### src/rtl/lfsr_pkg.sv
// Shared constants for the LFSR pseudo-random generator.
// Mode encodings and known maximal-length tap masks.
package lfsr_pkg;

  localparam int MODE_FIBONACCI = 0;
  localparam int MODE_GALOIS    = 1;

  localparam logic [3:0]  TAPS_W4  = 4'h9;
  localparam logic [7:0]  TAPS_W8  = 8'hB8;
  localparam logic [15:0] TAPS_W16 = 16'hB400;
  localparam logic [31:0] TAPS_W32 = 32'h8020_0003;

  typedef enum logic {
    LFSR_FIB = 1'b0,
    LFSR_GAL = 1'b1
  } lfsr_mode_e;

endpackage

### src/rtl/lfsr_core.sv
// Combinational LFSR step: next state and output bit.
// Fibonacci shifts left with XOR feedback; Galois shifts right with toggles.
module lfsr_core
  import lfsr_pkg::*;
#(
  parameter int               WIDTH = 8,
  parameter logic [WIDTH-1:0] TAPS  = TAPS_W8,
  parameter int               MODE  = MODE_FIBONACCI
) (
  input  logic [WIDTH-1:0] state,
  output logic [WIDTH-1:0] next,
  output logic             out_bit
);

  // Select the step rule for the configured mode
  always_comb begin
    next    = '0;
    out_bit = 1'b0;
    if (MODE == MODE_GALOIS) begin
      out_bit = state[0];
      next    = (state >> 1) ^ (state[0] ? TAPS : '0);
    end else begin
      out_bit = state[WIDTH-1];
      next    = {state[WIDTH-2:0], ^(state & TAPS)};
    end
  end

endmodule

### src/rtl/lfsr_prng.sv
// Gated LFSR random source with seed load, word collector,
// valid/ready word output and period-wrap flag.
module lfsr_prng
  import lfsr_pkg::*;
#(
  parameter int                  WIDTH    = 8,
  parameter logic [WIDTH-1:0]    TAPS     = TAPS_W8,
  parameter int                  MODE     = MODE_FIBONACCI,
  parameter logic [WIDTH-1:0]    SEED     = 8'h01,
  parameter int                  OUT_BITS = 8
) (
  input  logic                clk,
  input  logic                rst,
  input  logic                en,
  input  logic                seed_valid,
  input  logic [WIDTH-1:0]    seed_data,
  output logic                seed_ready,
  output logic                out_bit,
  output logic [OUT_BITS-1:0] word_data,
  output logic                word_valid,
  input  logic                word_ready,
  output logic                wrap,
  output logic                seed_zero
);

  localparam int CW = (OUT_BITS > 1) ? $clog2(OUT_BITS) : 1;
  localparam logic [CW-1:0] LAST = CW'(OUT_BITS - 1);
  localparam logic [WIDTH-1:0] RST_STATE =
    (SEED == '0) ? WIDTH'(1) : SEED;

  logic [WIDTH-1:0]    state_q, state_d;
  logic [WIDTH-1:0]    anchor_q, anchor_d;
  logic [OUT_BITS-1:0] col_q, col_d;
  logic [CW-1:0]       cnt_q, cnt_d;
  logic [OUT_BITS-1:0] word_q, word_d;
  logic                wvalid_q, wvalid_d;
  logic                wrap_q, wrap_d;
  logic                szero_q, szero_d;

  logic [WIDTH-1:0]    core_next;
  logic                core_bit;
  logic [WIDTH-1:0]    seed_fix;
  logic [OUT_BITS-1:0] col_shift;
  logic                load;
  logic                at_last;
  logic                stall;
  logic                step;

  lfsr_core #(
    .WIDTH (WIDTH),
    .TAPS  (TAPS),
    .MODE  (MODE)
  ) u_core (
    .state   (state_q),
    .next    (core_next),
    .out_bit (core_bit)
  );

  // Control: seed priority, back-pressure stall, step qualify
  always_comb begin
    seed_ready = ~rst;
    load       = seed_valid & seed_ready;
    at_last    = (cnt_q == LAST);
    stall      = wvalid_q & ~word_ready & at_last;
    step       = en & ~stall & ~load;
    seed_fix   = (seed_data == '0) ? WIDTH'(1) : seed_data;
    col_shift  = {col_q[OUT_BITS-2:0], core_bit};
  end

  // LFSR state and period anchor update
  always_comb begin
    state_d  = state_q;
    anchor_d = anchor_q;
    wrap_d   = 1'b0;
    szero_d  = 1'b0;
    if (load) begin
      state_d  = seed_fix;
      anchor_d = seed_fix;
      szero_d  = (seed_data == '0);
    end else if (step) begin
      state_d  = core_next;
      wrap_d   = (core_next == anchor_q);
    end
  end

  // Bit collector and word handshake; a pending word is never lost
  always_comb begin
    col_d    = col_q;
    cnt_d    = cnt_q;
    word_d   = word_q;
    wvalid_d = wvalid_q;
    if (wvalid_q & word_ready) begin
      wvalid_d = 1'b0;
    end
    if (load) begin
      col_d = '0;
      cnt_d = '0;
    end else if (step) begin
      col_d = col_shift;
      if (at_last) begin
        cnt_d    = '0;
        word_d   = col_shift;
        wvalid_d = 1'b1;
      end else begin
        cnt_d = cnt_q + 1'b1;
      end
    end
  end

  // LFSR registers
  always_ff @(posedge clk) begin
    if (rst) begin
      state_q  <= RST_STATE;
      anchor_q <= RST_STATE;
    end else begin
      state_q  <= state_d;
      anchor_q <= anchor_d;
    end
  end

  // Collector and word registers
  always_ff @(posedge clk) begin
    if (rst) begin
      col_q    <= '0;
      cnt_q    <= '0;
      word_q   <= '0;
      wvalid_q <= 1'b0;
    end else begin
      col_q    <= col_d;
      cnt_q    <= cnt_d;
      word_q   <= word_d;
      wvalid_q <= wvalid_d;
    end
  end

  // Event pulse registers
  always_ff @(posedge clk) begin
    if (rst) begin
      wrap_q  <= 1'b0;
      szero_q <= 1'b0;
    end else begin
      wrap_q  <= wrap_d;
      szero_q <= szero_d;
    end
  end

  assign out_bit    = core_bit;
  assign word_data  = word_q;
  assign word_valid = wvalid_q;
  assign wrap       = wrap_q;
  assign seed_zero  = szero_q;

endmodule
### config.mk
export PLATFORM = sky130hd
export DESIGN_NAME = lfsr_prng
export DESIGN_NICKNAME = d
export VERILOG_FILES = /design/src/rtl/lfsr_pkg.sv /design/src/rtl/lfsr_core.sv /design/src/rtl/lfsr_prng.sv
export SDC_FILE = /design/constraint.sdc
export NUM_CORES = 1
export LEC_CHECK = 0
export ABC_AREA = 1
export BUFFER_PORTS_ARGS = -buffer_cell sky130_fd_sc_hd__buf_2
export CELL_PAD_IN_SITES_DETAIL_PLACEMENT = 0
export CELL_PAD_IN_SITES_GLOBAL_PLACEMENT = 1
export CORE_MARGIN = 2
export CORE_UTILIZATION = 35
export DETAILED_ROUTE_END_ITERATION = 12
export HOLD_SLACK_MARGIN = 0.05
export PLACE_DENSITY = 0.84
export RECOVER_POWER = 25
export SETUP_SLACK_MARGIN = 0.15
export SLEW_MARGIN = 0
export SYNTH_ARGS = -nofsm -noshare
export SYNTH_HDL_FRONTEND = slang
export SYNTH_SLANG_ARGS = --single-unit
### constraint.sdc
create_clock -name clk -period 1.6 [get_ports clk]
set_clock_uncertainty 0.2 [all_clocks]
set_input_delay 0.32 -clock clk [delete_from_list [all_inputs] [get_ports clk]]
set_output_delay 0.32 -clock clk [all_outputs]
set_load 0.02 [all_outputs]
==> qor.txt <==
H-Tree Level Count -> 2
GRT Resource Usage Total -> 0.165
CTS tree -> built
WP data required -> 1.59 ns
setup_tns -> 0 ns
Crit Reg-Reg Endpoint -> col_q[2]$_SDFFE_PP0N_
FF+latch area -> 744 um^2
Placed Cells -> 318
clock period minus worst slack -> 1.57 ns
CP bufs+invs -> 3
Worst Hold Class -> in -> reg
drt pass-1 iters -> 4
utilization after layout -> 0.488
Mapped Area -> 1630 um^2
Mapped Cells -> 229
status -> finished, final reports clean
worst r2r src -> cnt_q[0]$_SDFFE_PP0N_
Lkg Pwr -> 0.972 nW
layout cell share with drive strength beyond 1 -> 0.301
reg2reg path depth -> 8
endpoints failing hold -> 0
Hold-fix buffers, CTS -> 0
Max clock buf depth -> 2
Num CTS Buffers -> 5
DIE AREA -> 5210 um^2
CP delay by family, top -> flip-flops
Fmax -> 639 MHz
residual DRC count -> 0
cells along the critical path -> ha_4, ha_4, inv_2, o21ai_4, buf_6, inv_4, o21ai_2, nor2_1
Starting DRT DRC Count -> 95
Max Transition Viols Final -> 0
Hold EP -> anchor_q[1]$_SDFFE_PP0N_
Skew-Pair Late Insertion Delay -> 0.29 ns
std cell rows -> 24
multi-input logic area -> 830 um^2
initial core utilization -> 0.368
max-cap violations -> 0
Largest stage delay, worst path -> 0.36 ns
final WL -> 3870 um
worst setup margin -> 0.0344 ns
syn nets -> 244
Hold Path Cell Cnt -> 3
RSZ-0062 raised after global routing -> yes
initial antenna violation count -> 0
non-filler instance count after layout -> 331
Nets -> 293
crit path max fanout -> 8
synthesized flop and latch total -> 37
dpl ws -> 0.0203 ns
clk slew on worst S/H paths -> 0.07 ns
syn avg cell area -> 7.10 um^2
P&R area growth vs syn -> 32.5%
arrival time worst endpoint -> 1.55 ns
CP dominant cell by count -> ha_4
CP max stage cell -> dfxtp_2
Antenna Violating Nets Remaining -> 0
CP Capture Type -> register
reg-to-reg slack, setup -> 0.03 ns
# fillers -> 450
vias in the first global route -> 1,407
# port buffers -> 25
DR WL/cell -> 11.7 um
CP startpoint kind -> register
post-DP HPWL -> 2870 um
part of the Yosys area used for sequential elements -> 0.455
Ys Warns -> 0
Die H -> 72.2 um
period utilisation layout -> 0.978
root buffer cell -> clkbuf_8
Routability Congestion -> 0.870
Synth top area share -> 0.455
hold path start -> seed_data[1]
first-pass GRT wire length -> 6600 um
drt via density -> 4.73
number of inserted diodes -> 0
# IOs -> 26
Core ar. -> 4410 um^2
PD cells -> 874 nW/um^2
Max transition margin -> 0.732
clk sink count -> 37
Max rail drop VDD -> 0.553 mV
largest net degree at the start of global routing -> 15
Die W -> 72.2 um
dominant cell type by area after synthesis -> dfxtp_1
total power -> 0.00188 W
worst slew pin tran -> 0.401 ns
DR vias -> 1,565
Synth area leaders -> dfxtp_1 46%, nand2_1 12%, nor2_1 7.2%, o21ai_0 7.1%, a21oi_1 6.2%
Crit Path Class -> reg -> reg
synth unique cells -> 23
final setup violation count -> 0
total grt overflow -> 0
tightest hold or removal path: stages:
cell	delay (ns)
buf_2	0.10
nand2_1	0.06
nand2_1	0.06
worst max-delay path by stage:
stage | startpoint | end | cells after the start | slack, ns
after floorplan | cnt_q[1]$_SDFFE_PP0N_ | state_q[0]$_SDFFE_PP1P_ | 9 | 0.13
after global placement | cnt_q[1]$_SDFFE_PP0N_ | word_data[7]$_SDFFE_PP0P_ | 5 | 0.04
after detailed placement | cnt_q[0]$_SDFFE_PP0N_ | state_q[0]$_SDFFE_PP1P_ | 9 | 0.02
after CTS | cnt_q[1]$_SDFFE_PP0N_ | state_q[0]$_SDFFE_PP1P_ | 9 | 0.04
after global routing | cnt_q[0]$_SDFFE_PP0N_ | col_q[4]$_SDFFE_PP0N_ | 8 | -0.06
final | cnt_q[0]$_SDFFE_PP0N_ | col_q[2]$_SDFFE_PP0N_ | 8 | 0.03
state kept, by name (all words and copies together) (netlist names):
name,count
anchor_q,8
state_q,8
word_data,8
col_q,7
cnt_q,3
seed_zero,1
word_valid,1
wrap,1
power breakdown:
part	leakage, nW	switching, W	internal (W)
clock	0.0439	0.000339	0.000301
combinational	0.625	0.000152	0.000109
sequential	0.303	0.0000267	0.000956
stage by stage:
stage	hold WS (ns)	area (um^2)
after floorplan	0.235	1660
after global placement	0.229	1940
after detailed placement	0.233	1940
after CTS	0.0755	2100
after global routing	0.0858	2160
final	0.0808	2160
what timing repair did:
action                                  in CTS  in global routing
buffers inserted                             4                  1
endpoints found under the setup margin      28                 29
pin swaps                                    4                  4
resized for setup                            9                 18
kinds of logic after synthesis:
logic type | share of synthesized area
AO/OA/AOI/OAI | 0.155
XOR/XNOR | 0.0215
adder cells (fa/ha/maj) | 0.0154
buffers and inverters | 0.0961
flip-flops | 0.455
AND/OR/NAND/NOR | 0.257
cells in the mapped netlist, drive strengths merged:
cell type / number
ha: 2
nor2: 32
nand2: 55
o21ai: 28
nand3: 11
o211ai: 1
buf: 6
xnor2: 4
nor4: 1
nand4: 1
nor3: 1
inv: 29
clkbuf: 1
dfxtp: 37
a21oi: 20
cell usage in the layout (no fill, tap or decap):
cell        instances
a21oi_2             2
nor2_2              3
a21oi_1            18
o21ai_4             1
buf_6               3
clkbuf_8            5
nand2_2             1
inv_2               2
buf_2              25
nand3_1            11
inv_4               2
inv_1              25
nand2_1            53
xnor2_1             4
buf_4              21
o21ai_0            13
o21ai_2             8
nand4_4             1
nor4_1              1
clkinv_2            2
nor2_1             28
dfxtp_1            34
o211ai_1            1
clkinvlp_4          1
nand2_8             1
dfxtp_2             3
nor3_1              1
o21ai_1             6
nor2_4              1
ha_4                2
layer usage:
metal	up-vias	routed length [um]	GRT usage
met5	-	0	0
met4	0	68	0.0692
met3	5	175	0.0361
met2	31	1660	0.235
met1	702	1960	0.239
li1	827	-	-
cell type report:
| type | instances | area share |
|---|---|---|
| clock buffer | 5 | 0.0319 |
| clock inverter | 3 | 0.00813 |
| inverter | 29 | 0.0528 |
| sequential | 37 | 0.345 |
| multi-input combinational | 156 | 0.385 |
| timing repair buffer | 49 | 0.147 |
| tap | 52 | 0.0302 |
Note: power is estimated with default switching activity, not from simulation.
